`src/rtl/adder_pkg.sv`:
```
// Shared constants and the per-stage payload carried down the adder pipeline.
package adder_pkg;

    localparam int unsigned DefWidth  = 64;
    localparam int unsigned DefStages = 4;

    // Payload fields are sized for DefWidth; an instance may use WIDTH <= DefWidth.
    // a/b hold the full operands (b already inverted for subtract) so each stage can
    // pick its own chunk; psum fills in one chunk per stage from the bottom up.
    typedef struct packed {
        logic                valid;
        logic                carry;
        logic [DefWidth-1:0] psum;
        logic [DefWidth-1:0] a;
        logic [DefWidth-1:0] b;
        logic                sub;
    } stage_t;

endpackage

```
`src/rtl/adder_stage.sv`:
```
// Combinational CW-bit ripple-carry chunk used once per pipeline stage.
module adder_stage #(
    parameter int unsigned CW = 16
) (
    input  logic [CW-1:0] a_i,
    input  logic [CW-1:0] b_i,
    input  logic          c_i,
    output logic [CW-1:0] s_o,
    output logic          c_o
);

    logic c;

    // Bit-serial ripple of the carry through the chunk.
    always_comb begin
        c   = c_i;
        s_o = '0;
        for (int i = 0; i < int'(CW); i++) begin
            s_o[i] = a_i[i] ^ b_i[i] ^ c;
            c      = (a_i[i] & b_i[i]) | (c & (a_i[i] ^ b_i[i]));
        end
        c_o = c;
    end

endmodule

```
`src/rtl/pipelined_carry_adder.sv`:
```
// Pipelined add/subtract: one CW-bit chunk per stage, valid/ready handshake with
// bubble-collapsing stalls. Optional overflow output under PIPELINED_CARRY_ADDER_OVF_EN.
module pipelined_carry_adder
    import adder_pkg::*;
#(
    parameter int unsigned WIDTH  = DefWidth,
    parameter int unsigned STAGES = DefStages
) (
    input  logic             clk,
    input  logic             rst_n,
    input  logic             in_valid,
    output logic             in_ready,
    input  logic [WIDTH-1:0] in1,
    input  logic [WIDTH-1:0] in2,
    input  logic             cin,
    input  logic             sub,
    output logic             out_valid,
    input  logic             out_ready,
    output logic [WIDTH-1:0] sum,
    output logic             cout
`ifdef PIPELINED_CARRY_ADDER_OVF_EN
    ,
    output logic             ovf
`endif
);

    localparam int unsigned CW   = WIDTH / STAGES;
    localparam int unsigned Last = STAGES - 1;

    logic [WIDTH-1:0]             b_eff;
    stage_t                       in_pl;
    stage_t                       s_q [STAGES];
    stage_t                       s_d [STAGES];
    logic [STAGES-1:0]            vld;
    logic [STAGES-1:0]            load;
    logic [STAGES-1:0][CW-1:0]    ch_a;
    logic [STAGES-1:0][CW-1:0]    ch_b;
    logic [STAGES-1:0][CW-1:0]    ch_s;
    logic [STAGES-1:0]            ch_ci;
    logic [STAGES-1:0]            ch_co;

    // Subtraction is in1 + ~in2 + 1; the +1 enters as stage-0 carry-in.
    assign b_eff = sub ? ~in2 : in2;

    // Payload presented to stage 0 from the input port.
    always_comb begin
        in_pl       = '0;
        in_pl.valid = in_valid;
        in_pl.a     = DefWidth'(in1);
        in_pl.b     = DefWidth'(b_eff);
        in_pl.sub   = sub;
    end

    for (genvar k = 0; k < STAGES; k++) begin : g_stage
        assign vld[k] = s_q[k].valid;
        // Stage k may load if any stage from k to the tail has a hole, or the tail drains.
        assign load[k] = out_ready | ~(&vld[Last:k]);

        if (k == 0) begin : g_first
            assign ch_a[k]  = in1[CW-1:0];
            assign ch_b[k]  = b_eff[CW-1:0];
            assign ch_ci[k] = sub | cin;
        end else begin : g_rest
            assign ch_a[k]  = s_q[k-1].a[k*CW +: CW];
            assign ch_b[k]  = s_q[k-1].b[k*CW +: CW];
            assign ch_ci[k] = s_q[k-1].carry;
        end

        adder_stage #(
            .CW (CW)
        ) u_stage (
            .a_i (ch_a[k]),
            .b_i (ch_b[k]),
            .c_i (ch_ci[k]),
            .s_o (ch_s[k]),
            .c_o (ch_co[k])
        );
    end

    // Next state: a loading stage takes its predecessor's payload plus its own chunk result.
    always_comb begin
        stage_t src;
        src = '0;
        for (int k = 0; k < int'(STAGES); k++) begin
            src    = (k == 0) ? in_pl : s_q[(k == 0) ? 0 : k - 1];
            s_d[k] = s_q[k];
            if (load[k]) begin
                s_d[k]                   = src;
                s_d[k].psum[k*CW +: CW] = ch_s[k];
                s_d[k].carry             = ch_co[k];
            end
        end
    end

    // Stage registers; reset clears everything so the outputs read zero at once.
    always_ff @(posedge clk or negedge rst_n) begin
        if (!rst_n) begin
            for (int k = 0; k < int'(STAGES); k++) begin
                s_q[k] <= '0;
            end
        end else begin
            for (int k = 0; k < int'(STAGES); k++) begin
                s_q[k] <= s_d[k];
            end
        end
    end

    assign in_ready  = load[0];
    assign out_valid = s_q[Last].valid;
    assign sum       = s_q[Last].psum[WIDTH-1:0];
    assign cout      = s_q[Last].carry;

`ifdef PIPELINED_CARRY_ADDER_OVF_EN
    // Carry into the MSB is a^b^s at that bit; overflow when it differs from carry out.
    assign ovf = s_q[Last].a[WIDTH-1] ^ s_q[Last].b[WIDTH-1] ^
                 s_q[Last].psum[WIDTH-1] ^ s_q[Last].carry;
`endif

    // Tail operands and the sub flag are not consumed past the last stage.
    logic unused_tail;
    assign unused_tail = ^{s_q[Last].a, s_q[Last].b, s_q[Last].sub};

endmodule
```
`config.mk`:
```
export PLATFORM = sky130hd
export DESIGN_NAME = pipelined_carry_adder
export DESIGN_NICKNAME = d
export VERILOG_FILES = /design/src/rtl/adder_pkg.sv /design/src/rtl/adder_stage.sv /design/src/rtl/pipelined_carry_adder.sv
export SDC_FILE = /design/constraint.sdc
export NUM_CORES = 1
export LEC_CHECK = 0
export ABC_CLOCK_PERIOD_IN_PS = 15240
export BUFFER_PORTS_ARGS = -buffer_cell sky130_fd_sc_hd__buf_2
export CORE_MARGIN = 3
export CORE_UTILIZATION = 52
export CTS_CLUSTER_SIZE = 30
export DETAILED_ROUTE_END_ITERATION = 7
export PLACE_DENSITY = 0.71
export SLEW_MARGIN = 20
export SYNTH_ARGS = -nofsm -noshare
export SYNTH_HDL_FRONTEND = slang
export SYNTH_SLANG_ARGS = --single-unit
```
`constraint.sdc`:
```
create_clock -name clk -period 15.24 [get_ports clk]
set_clock_uncertainty 0.2 [all_clocks]
set_input_delay 0.762 -clock clk [delete_from_list [all_inputs] [get_ports clk]]
set_output_delay 0.762 -clock clk [all_outputs]
set_load 0.01 [all_outputs]
```
# Word-level counts from Yosys, hierarchy flattened
# Index checks and enable logic that the tools add are counted.
# op_classes
mux	1
bitwise	330
n_reduce_logical	3
# ops
operator	count
$and A1 B1 Y1	128
$xor A1 B1 Y1	128
$or A1 B1 Y1	69
$mux W64	1
$not A64 Y64	1
$not A1 Y1	4
$reduce_and A4 Y1	1
$reduce_and A3 Y1	1
$reduce_and A2 Y1	1
# totals
regBits	552
inputBits	134
out_inout_bits	67
wordCells	352

# Depth between registers and ports, before layout
# Gate-level depths: netlist of the first run.
# logic_depth
depth_word	35
ltp_mapped	23
ltp_nobuf	21

# Modules after synthesis
# A second synthesis of the first run with hierarchy kept.
# unflattened
hier_cells	1064
hier_area_um2	15790.1
# by_module_without_submodules
module	n_inst	cells_each	area_per_inst_um2	seq_area_each_um2
pipelined_carry_adder	1	960	14358.8	9008.6
adder_stage	4	26	357.8	0.0

# Least setup slack after synthesis of the first run
# No wires, ideal clock.
# synth_timing
kind	input port to flip-flop
startpoint	input port sub
endpoint	register s_q[729] (netlist name)
setup_ns	0.125
t_arrival_ns	8.106
t_required_ns	14.915
setup_slack_ns	6.809
cell_stages	23
n_path_buf	2
cell_sequence	buf_2 > buf_2 > xnor2_1 > fa_1 > inv_1 > fa_1 > inv_1 > fa_1 > fa_1 > fa_1 > fa_1 > fa_1 > fa_1 > fa_1 > fa_1 > fa_1 > fa_1 > fa_1 > fa_1 > fa_1 > inv_1 > fa_1 > mux2_4
# synth_rtl
element	line_no	rtl
start, declared	pipelined_carry_adder.sv:16	input logic sub,
end signal, assigned by index	pipelined_carry_adder.sv:103	s_q[k] <= s_d[k];
end, declared	pipelined_carry_adder.sv:32	stage_t s_q [STAGES];

==> results.cfg, run 1 <==
[drt]
wl_per_cell_um = 17.22
ant_nets = 0
first_pass_iters = 5
finalWirelength_mm = 31.38
via_per_inst = 5.083
drc = 0
num_vias = 9261
first_iter_violations = 459

[synthesis]
syn-mean-instance-area_um2 = 12.39
yosysTopAreaCell = dfrtp_1
yosysWarnings = 0
syn_area_um2 = 15960
synth_top_area_share_pct = 56.44
synthCells = 1288
yosys-top-cells-area = dfrtp_1 56%, mux2_2 9.8%, fa_1 8.0%
ys_seq_elements = 360
syn-num-nets = 1486
ys_seq_area_share_pct = 56.44
yosysUniqueCellTypes = 23

[min_path]
min_path_type = in2async

[sta]
fmax_mhz = 121.3
hold_viol_final = 0
setup_viol = 0
final.period_utilization_pct = 54.10
tightestPinTransition_ps = 1052
final_period_minus_worst_setup_slack_ps = 8245
rsz0062_at_grt = false
max_slew_margin_pct = 29.87
drv_slew = 0
setup_tns_ps = 0
holdWs_ps = 143.3

[power_and_ir_drop]
powerDensity_nw_per_um2 = 168.8
leakagePower_nw = 8.560
ir_drop_mv = 0.09423

[setup_path]
r2r_slack_ps = 7950
reg2reg_depth = 20
startpoint_type = primary input
path_max_fanout = 32
crit_arrival_ps = 8430
timing.rr.end = s_q[371]
worstPathRequired_ps = 15430
critPathCaptureType = register
r2r_start = ch_a[32]
crit_type = in2reg

[placed_design]
place_congestion = 0.8096
port_buffers = 200
dpl.hpwl_mm = 19.72

[global_route]
grtUsageTotal_pct = 19.14
grt_pass1_wl_mm = 51.29
grt_pass1_vias = 9864
grt_antenna_before_repair = 6
grt_max_degree = 171
grt_overflow = 0

[clock_network]
path_clk_slew_ps = 60
ctsHtreeMaxLevel = 2
cts_made_buffers = 39
clockBufferDepth = 3
cts_resized = 0
postCtsHoldBufs = 0
cts_sinks = 360
cts_setup_buffers = 0
cts_tree = built
clk_latency_ps = 520
cts_root_buffer = clkbuf_16

[floorplanning]
ioPinCount = 201
die_area_um2 = 32840
rows = 63
dieHeight_um = 181.2
die_w_um = 181.2
fp.coreArea_um2 = 29950
start_util_pct = 53.29

[final_layout]
area_delta_synth_final_pct = 12.94
drive_gt1_share_pct = 32.38
layout.nets = 1602

[outcome]
status = completed

[flow_run]
maxCapViolations = 0
logic make-up (layout without fill, tap and decap cells):
group                      count (synthesis)  after routing  synth area share (%)
AOI/OAI and AO/OA                         79             79                 2.477
adders and majority gates                 64             64                 8.026
and+or+nand+nor                          359            359                 9.116
xor gates and xnor gates                  64             64                 3.512
DFF                                      360            360                 56.44
muxes                                    187            187                 14.32
buffers and inverters                    175            317                 6.114
other                                      0              2                     0
worst max path at each step:
stage / start / to / cells past startpoint
after floorplan: sub / s_q[729] / 23
after global placement: sub / s_q[729] / 22
after detailed placement: sub / s_q[729] / 22
after CTS: sub / s_q[729] / 22
after global routing: sub / s_q[729] / 22
final: sub / s_q[729] / 22
layout make-up:
| cell class | count | area (um^2) |
|---|---|---|
| Multi-Input combinational cell | 753 | 5991 |
| Clock buffer | 56 | 1162 |
| Fill cell | 2434 | 11930 |
| Inverter | 39 | 148.9 |
| Tap cell | 390 | 488.0 |
| Sequential cell | 360 | 9010 |
| Clock inverter | 11 | 115.1 |
| Timing Repair Buffer | 211 | 1109 |
| Antenna cell | 2 | 5.005 |
stage by stage:
step / worst slack, ps / cells / cell area [um^2] / utilization [%] / total power, mW
2_1_floorplan: 6809 / 1288 / 15960 / - / 1.975
3_3_place_gp: 6639 / 1753 / 16750 / 55.91 / 2.102
3_5_place_dp: 6432 / 1753 / 16750 / 55.91 / 2.141
4_1_cts: 6955 / 1820 / 18020 / 60.17 / 3.088
5_1_grt: 6652 / 1822 / 18030 / 60.19 / 3.234
6_report: 6995 / 1822 / 18030 / 60.19 / 3.043
synth_stat cells:
master / n
mux2_4: 48
inv_1: 38
xnor2_1: 62
nand3_1: 62
nand2_1: 278
nand3b_1: 1
clkbuf_1: 40
mux2_2: 139
inv_4: 1
buf_2: 25
fa_1: 64
and2_1: 1
nand4b_1: 1
nand2b_1: 5
nor2_1: 10
dfrtp_1: 360
o21ai_0: 70
and4b_1: 1
buf_1: 1
buf_6: 6
a21oi_1: 9
xor2_1: 2
buf_4: 64
registers in the layout, summed over array words and instances (netlist names):
| name | cells |
|---|---|
| cout | 1 |
| ch_b | 48 |
| sum | 64 |
| s_q | 195 |
| out_valid | 1 |
| ch_ci | 3 |
| ch_a | 48 |
power by group:
| part | switching (mW) | internal (mW) | total, mW |
|---|---|---|---|
| Combinational | 0.340 | 0.361 | 0.700 |
| Sequential | 0.167 | 1.25 | 1.41 |
| Clock | 0.366 | 0.563 | 0.929 |
| Total | 0.873 | 2.17 | 3.04 |
layer usage:
layer  wire (um)  GRT usage (%)  part of all wire (%)  up-vias
met5          39              0                  0.12        -
met4         675          4.936                   2.2        8
met3        1745          4.530                   5.6       58
met2       15140          31.69                    48      194
met1       13780          25.72                    44     4675
li1            -              -                     -     4326
worst max-delay path, cell delays in order:
cell	delay (ps)
buf_4	430
xnor2_1	170
fa_1	380
inv_1	90
fa_1	160
inv_1	50
fa_1	430
fa_1	450
fa_1	440
fa_1	440
fa_1	430
fa_1	420
fa_1	420
fa_1	430
fa_1	430
fa_1	430
fa_1	440
fa_1	430
fa_1	400
inv_1	80
fa_1	410
mux2_4	260
cells in the final DEF, fill, tap and decap left out, types with 2 or more instances in the layout:
master,count
a21oi_1,9
buf_2,198
buf_4,11
bufinv_16,2
clkbuf_1,7
clkbuf_16,41
clkbuf_8,8
clkinv_2,6
clkinv_4,2
dfrtp_1,359
diode_2,2
fa_1,64
inv_1,38
mux2_2,139
mux2_4,48
nand2_1,278
nand2b_1,4
nand3_1,62
nor2_1,10
o21ai_0,70
xnor2_1,62
xor2_1,2
(Power assumes the default switching activity.)
==> run 2: changes to the inputs <==
Settings changed: ABC_AREA from default to 1, ABC_CLOCK_PERIOD_IN_PS 15240 to 7100, PLACE_DENSITY 0.71 to 0.73.
Clock period 15.24 ns to 7.1 ns, I/O delays scaled along.
==> run 2 against run 1 <==
Final area increased by 9.5%. Via count increased by 38%. Critical path type is now reg2reg. Power grew 110%. First-iteration DRC count rose by 74%. Worst hold slack worse by 120 ps.
==> results.cfg, run 2 <==
[final_layout]
mostFrequentLayoutCells = 922 x nand2_1, 358 x dfrtp_1, 272 x nand3_1
final_common_cell = nand2_1
final_util_pct = 62.23
drive_gt1_share_pct = 14.58
nFillCells = 2706
top_register = s_q
area_delta_synth_final_pct = 17.35
layout.nets = 2311
largest_register_ffs = 195

[synthesis]
synth-async-reset-ratio_pct = 100.0
synthFlopType = dfrtp_1
ys_seq_area_share_pct = 53.56
synthCells = 1944
yosysTopAreaCell = dfrtp_1
syn-num-nets = 2142
ys_seq_elements = 360
synth_most_common_cell = nand2_1
synth_top_area_share_pct = 53.56
yosysWarnings = 0
syn-mean-instance-area_um2 = 8.652
yosys-top-cells-area = dfrtp_1 54%, nand2_1 21%, nand3_1 8.1%
yosysUniqueCellTypes = 20
synth_edf_count = 0
synthTopCellsByCount = 923 x nand2_1, 360 x dfrtp_1, 272 x nand3_1
syn_area_um2 = 16820

[drt]
ant_nets = 0
via_per_inst = 5.029
first_pass_iters = 6
drc = 0
num_vias = 12795
finalWirelength_mm = 38.44
wl_per_cell_um = 15.11
first_iter_violations = 799

[global_route]
grt_max_degree = 174
grt_pass1_vias = 12755
grt_overflow = 0
grtUsageTotal_pct = 22.33
grt_pass1_wl_mm = 63.02
grt_antenna_before_repair = 3

[clock_network]
path_clk_slew_ps = 60
clockBufferDepth = 3
cts_tree = built
cts_setup_buffers = 0
cts_root_buffer = clkbuf_16
cts_sinks = 360
ctsHtreeMaxLevel = 2
cts_made_buffers = 38
clk_latency_ps = 510

[floorplanning]
rows = 65
ioPinCount = 201
die_area_um2 = 34540
dieHeight_um = 185.9
fp.coreArea_um2 = 31720
die_w_um = 185.9
start_util_pct = 53.03

[sta]
drv_slew = 0
setup_viol = 0
setup_slack_ps = 201.0
rsz0062_at_grt = false
max_slew_margin_pct = 28.43
fmax_mhz = 144.9
hold_viol_final = 0
setup_tns_ps = 0
final.period_utilization_pct = 97.17
tightestPinTransition_ps = 1071
final_period_minus_worst_setup_slack_ps = 6899

[outcome]
status = completed

[power_and_ir_drop]
leakagePower_nw = 10.78
powerDensity_nw_per_um2 = 326.0
ir_drop_mv = 0.1502
total_power_mw = 6.434

[min_path]
min_path_type = in2reg

[setup_path]
startpoint_type = register
worstPathRequired_ps = 7340
crit_arrival_ps = 7140
critPathCaptureType = register
crit_type = reg2reg
path_max_fanout = 2

[placed_design]
place_congestion = 0.8168
port_buffers = 200
pre_cts_slack_ps = -116.6
dpl.hpwl_mm = 23.32

[flow_run]
maxCapViolations = 0
run 2: cell types whose count changed after synthesis, sizes merged, moves of 5 or more:
cell and delta:
nand2 +647, xnor2 -48, buf +44, mux2 -187, o21ai -63, inv +70
nand3 +211, a21oi -6, nor2 -5, nand2b -5
run 2: cell type report:
cell class	count	area (um^2)	share of cell area, %
flip-flops and latches	360	9014	45.67
multi-input cells	1294	6456	32.71
repair buffers	310	2105	10.66
clock buffers	55	1129	5.718
well taps	402	503.0	2.548
inverters	109	411.6	2.086
clock inverters	12	115.1	0.5832
diodes	2	5.005	0.02536
run 2: per-stage QoR:
stage	hold WS, ps	area [um^2]	std cells
final	26.54	19740	2544
after global routing	53.49	19740	2544
after CTS	10.30	19670	2541
after detailed placement	250.8	17440	2377
after global placement	237.9	17440	2377
after floorplan	-140.6	16860	1944
run 2: cell families (layout without fill, tap and decap cells):
family	after synthesis	after routing	share of synthesized area, %
AOI/OAI and AO/OA	10	10	0.2975
xor gates and xnor gates	16	16	0.8332
adders and majority gates	64	64	7.617
buffers and inverters	290	486	8.674
DFF	360	360	53.56
other	0	2	0
and+or+nand+nor	1204	1204	29.02
run 2: metal layers:
| layer | routed length [um] | part of all wire (%) | vias up | global-route usage, % |
|---|---|---|---|---|
| li1 | - | - | 6240 | - |
| met1 | 17170 | 45 | 6178 | 31.49 |
| met2 | 18480 | 48 | 313 | 36.83 |
| met3 | 2047 | 5.3 | 62 | 3.518 |
| met4 | 736 | 1.9 | 2 | 5.541 |
| met5 | 13 | 0.034 | - | 0 |
run 2: repair_timing:
item	4_1_cts	5_1_grt
hold buffers	97	0
resized for setup	6	13
endpoints found under the hold margin	202	0
gates cloned	0	0
setup endpoints to repair	3	3
pin swaps	0	2
run 2: worst max-delay path, cell delays in order (launching register included):
cell and delay (ps):
dfrtp_1 400, fa_1 420, inv_1 70, fa_1 150, inv_1 50, fa_1 380
fa_2 360, fa_2 350, fa_1 380, fa_1 400, fa_2 360, fa_1 390
fa_2 350, fa_2 350, fa_1 390, fa_1 400, fa_1 390, fa_1 370
inv_1 70, fa_1 400, inv_1 60, nand2_1 40, nand2_1 80
run 2: worst paths after layout:
check / start / endpoint / slack (ps) / cells after the start
max: ch_a[16] / s_q[550] / 200 / 22
min: in1[15] / s_q[729] / 30 / 4
max reg2reg: ch_a[16] / s_q[550] / 200 / 22
min reg2reg: s_q[645] / s_q[450] / 260 / 2
max in group asynchronous: rst_n / sum[27] / 4870 / 3
min in group asynchronous: rst_n / sum[21] / 240 / 2
run 2: power by group:
group	leakage [nW]	switching, mW	total, mW	internal (mW)
sequential	4.36	0.365	2.97	2.61
combinational	5.81	0.891	1.50	0.611
clock	0.612	0.781	1.96	1.18
==> run 3: changes to the inputs <==
Settings changed: ABC_CLOCK_PERIOD_IN_PS 7100 to 5800.
Clock period 7.1 ns to 5.8 ns, I/O delays scaled along.
==> run 3 against run 2 <==
Die area stayed put. The flow now finishes with violations (negative setup slack). Critical path depth is 2 lower. Sequential cell count is the same. Register-to-register slack worse by 920 ps. Global-route usage increased by 0.33 points. Combinational power is 26% higher. Final area increased by 1.1%. Count of clock-buffer cells in the layout increased by 6. Fmax grew 5.8%. Setup slack got worse by 920 ps. Sequential share of layout area is 0.49 points lower.
==> results.cfg, run 3 (synthesized netlist as in run 2, its figures left out) <==
[global_route]
busiest_layer = met2
grtUsageTotal_pct = 22.66
grt_max_degree = 128
gr-usage-met3_pct = 3.498
grt_overflow = 0
grt_pass1_wl_mm = 63.72
grt_antenna_before_repair = 6
grt_pass1_vias = 12667
met2_usage_pct = 36.40
use_met1_pct = 32.01

[drt]
drc = 0
ant_nets = 0
first_pass_iters = 6
via_per_inst = 4.992
wl_per_cell_um = 15.05
first_iter_violations = 934
finalWirelength_mm = 38.45
num_vias = 12755

[sta]
setup_viol = 15
final.period_utilization_pct = 112.4
setup_tns_ps = -6210
rsz0062_at_grt = true
fmax_mhz = 153.3
tightestPinTransition_ps = 1113
final_period_minus_worst_setup_slack_ps = 6521
hold_viol_final = 0
drv_slew = 0
max_slew_margin_pct = 25.78
setup_slack_ps = -721.2

[placed_design]
port_buffers = 200
place_congestion = 0.8589
dpl.hpwl_mm = 23.41
postPlaceCellArea_um2 = 17590

[floorplanning]
rows = 65
ioPinCount = 201
start_util_pct = 53.03
die_w_um = 185.9
fp.coreArea_um2 = 31720
dieHeight_um = 185.9
die_area_um2 = 34540

[power_and_ir_drop]
p_sw_share_pct = 31.70
power.internal_mw = 5.431
power.switching_mw = 2.520
powerDensity_nw_per_um2 = 398.5
seq_power_share_pct = 45.6
leakagePower_nw = 10.81
total_power_mw = 7.951
power_frac_clock_pct = 30.7
ir_drop_mv = 0.1890
pwr-share-comb_pct = 23.7

[final_layout]
final_util_pct = 62.90
top_register = s_q
drive_gt1_share_pct = 16.89
final_cell_area_um2 = 19950
final_common_cell = nand2_1
area_delta_synth_final_pct = 18.61
largest_register_ffs = 195
mostFrequentLayoutCells = 921 x nand2_1, 358 x dfrtp_1, 272 x nand3_1
nFillCells = 2663
layout.nets = 2317

[setup_path]
crit_arrival_ps = 6760
crit_type = reg2reg
critPathCaptureType = register
worstPathRequired_ps = 6040
startpoint_type = register
path_max_fanout = 2

[clock_network]
cts_tree = built
cts_made_buffers = 39
cts_sinks = 360
clockBufferDepth = 3
clk_latency_ps = 520
path_clk_slew_ps = 60
ctsHtreeMaxLevel = 2
cts_root_buffer = clkbuf_16

[outcome]
status = finished, violations left
violations = negative setup slack

[min_path]
min_path_type = in2reg

[flow_run]
maxCapViolations = 0
-- run 3: changes by cell type in the layout (fill, tap and decap cells not counted), sizes merged --
cell	delta
diode	+2
inv	+1
buf	+3
clkbuf	+6
bufinv	-1
clkinvlp	-2
dlygate4sd3	+2
-- run 3: path summary, 6_finish.rpt --
kind	start	end	slack, ps	depth (start not counted)
setup / recovery	ch_a[32]	s_q[371]	-720	20
hold / removal	in1[1]	s_q[715]	50	4
setup reg to reg	ch_a[32]	s_q[371]	-720	20
hold reg to reg	s_q[354]	sum[30]	260	2
max in group asynchronous	rst_n	ch_b[46]	3960	3
min in group asynchronous	rst_n	sum[9]	220	2
-- run 3: power by group through the flow --
| stage | logic [mW] | clock network [mW] | registers [mW] |
|---|---|---|---|
| floorplan | 1.48 | 0 | 3.55 |
| global placement | 1.77 | 0 | 3.64 |
| detailed placement | 1.83 | 0 | 3.66 |
| CTS | 1.90 | 2.50 | 3.63 |
| global route | 2.19 | 2.60 | 3.71 |
| finish | 1.89 | 2.44 | 3.63 |
-- run 3: what timing repair did --
item / CTS / global route
cloned: 0 / 0
setup buffers: 2 / 0
pin swaps: 3 / 4
hold endpoints to repair: 216 / 0
setup endpoints to repair: 16 / 16
hold buffers: 99 / 0
gates resized for setup: 12 / 4
-- run 3: layout make-up --
class                           instances  area, um^2  share of cell area (%)
Multi-Input combinational cell       1294        6554                   32.85
Clock buffer                           61        1200                   6.014
Tap cell                              402       503.0                   2.521
Antenna cell                            4       10.01                 0.05017
Inverter                              109       411.6                   2.063
Timing Repair Buffer                  315        2168                   10.87
Clock inverter                         10       90.09                  0.4516
Sequential cell                       360        9014                   45.18
-- run 3: routing by layer --
| metal | wire length, um | share of wire (%) |
|---|---|---|
| met1 | 17350 | 45 |
| met2 | 18090 | 47 |
| met3 | 1769 | 4.6 |
| met4 | 1222 | 3.2 |
| met5 | 21 | 0.055 |
-- run 3: per-stage QoR --
step	instances	worst slack (ps)	hold WS [ps]
floorplan	1944	-1130	-205.6
global placement	2379	-1144	236.1
detailed placement	2379	-1254	245.7
CTS	2551	-730.9	18.35
global route	2555	-927.9	31.43
finish	2555	-721.2	45.85
-- run 3: worst max-delay path, cell delays in order (launching register included) --
cell,delay (ps)
dfrtp_1,400
fa_2,390
inv_2,60
fa_1,160
inv_1,50
fa_2,340
fa_2,370
fa_2,350
fa_2,350
fa_2,350
fa_2,350
fa_2,350
fa_2,360
fa_2,370
fa_2,360
fa_2,350
fa_2,370
fa_2,340
inv_2,60
fa_1,390
o21ai_1,120
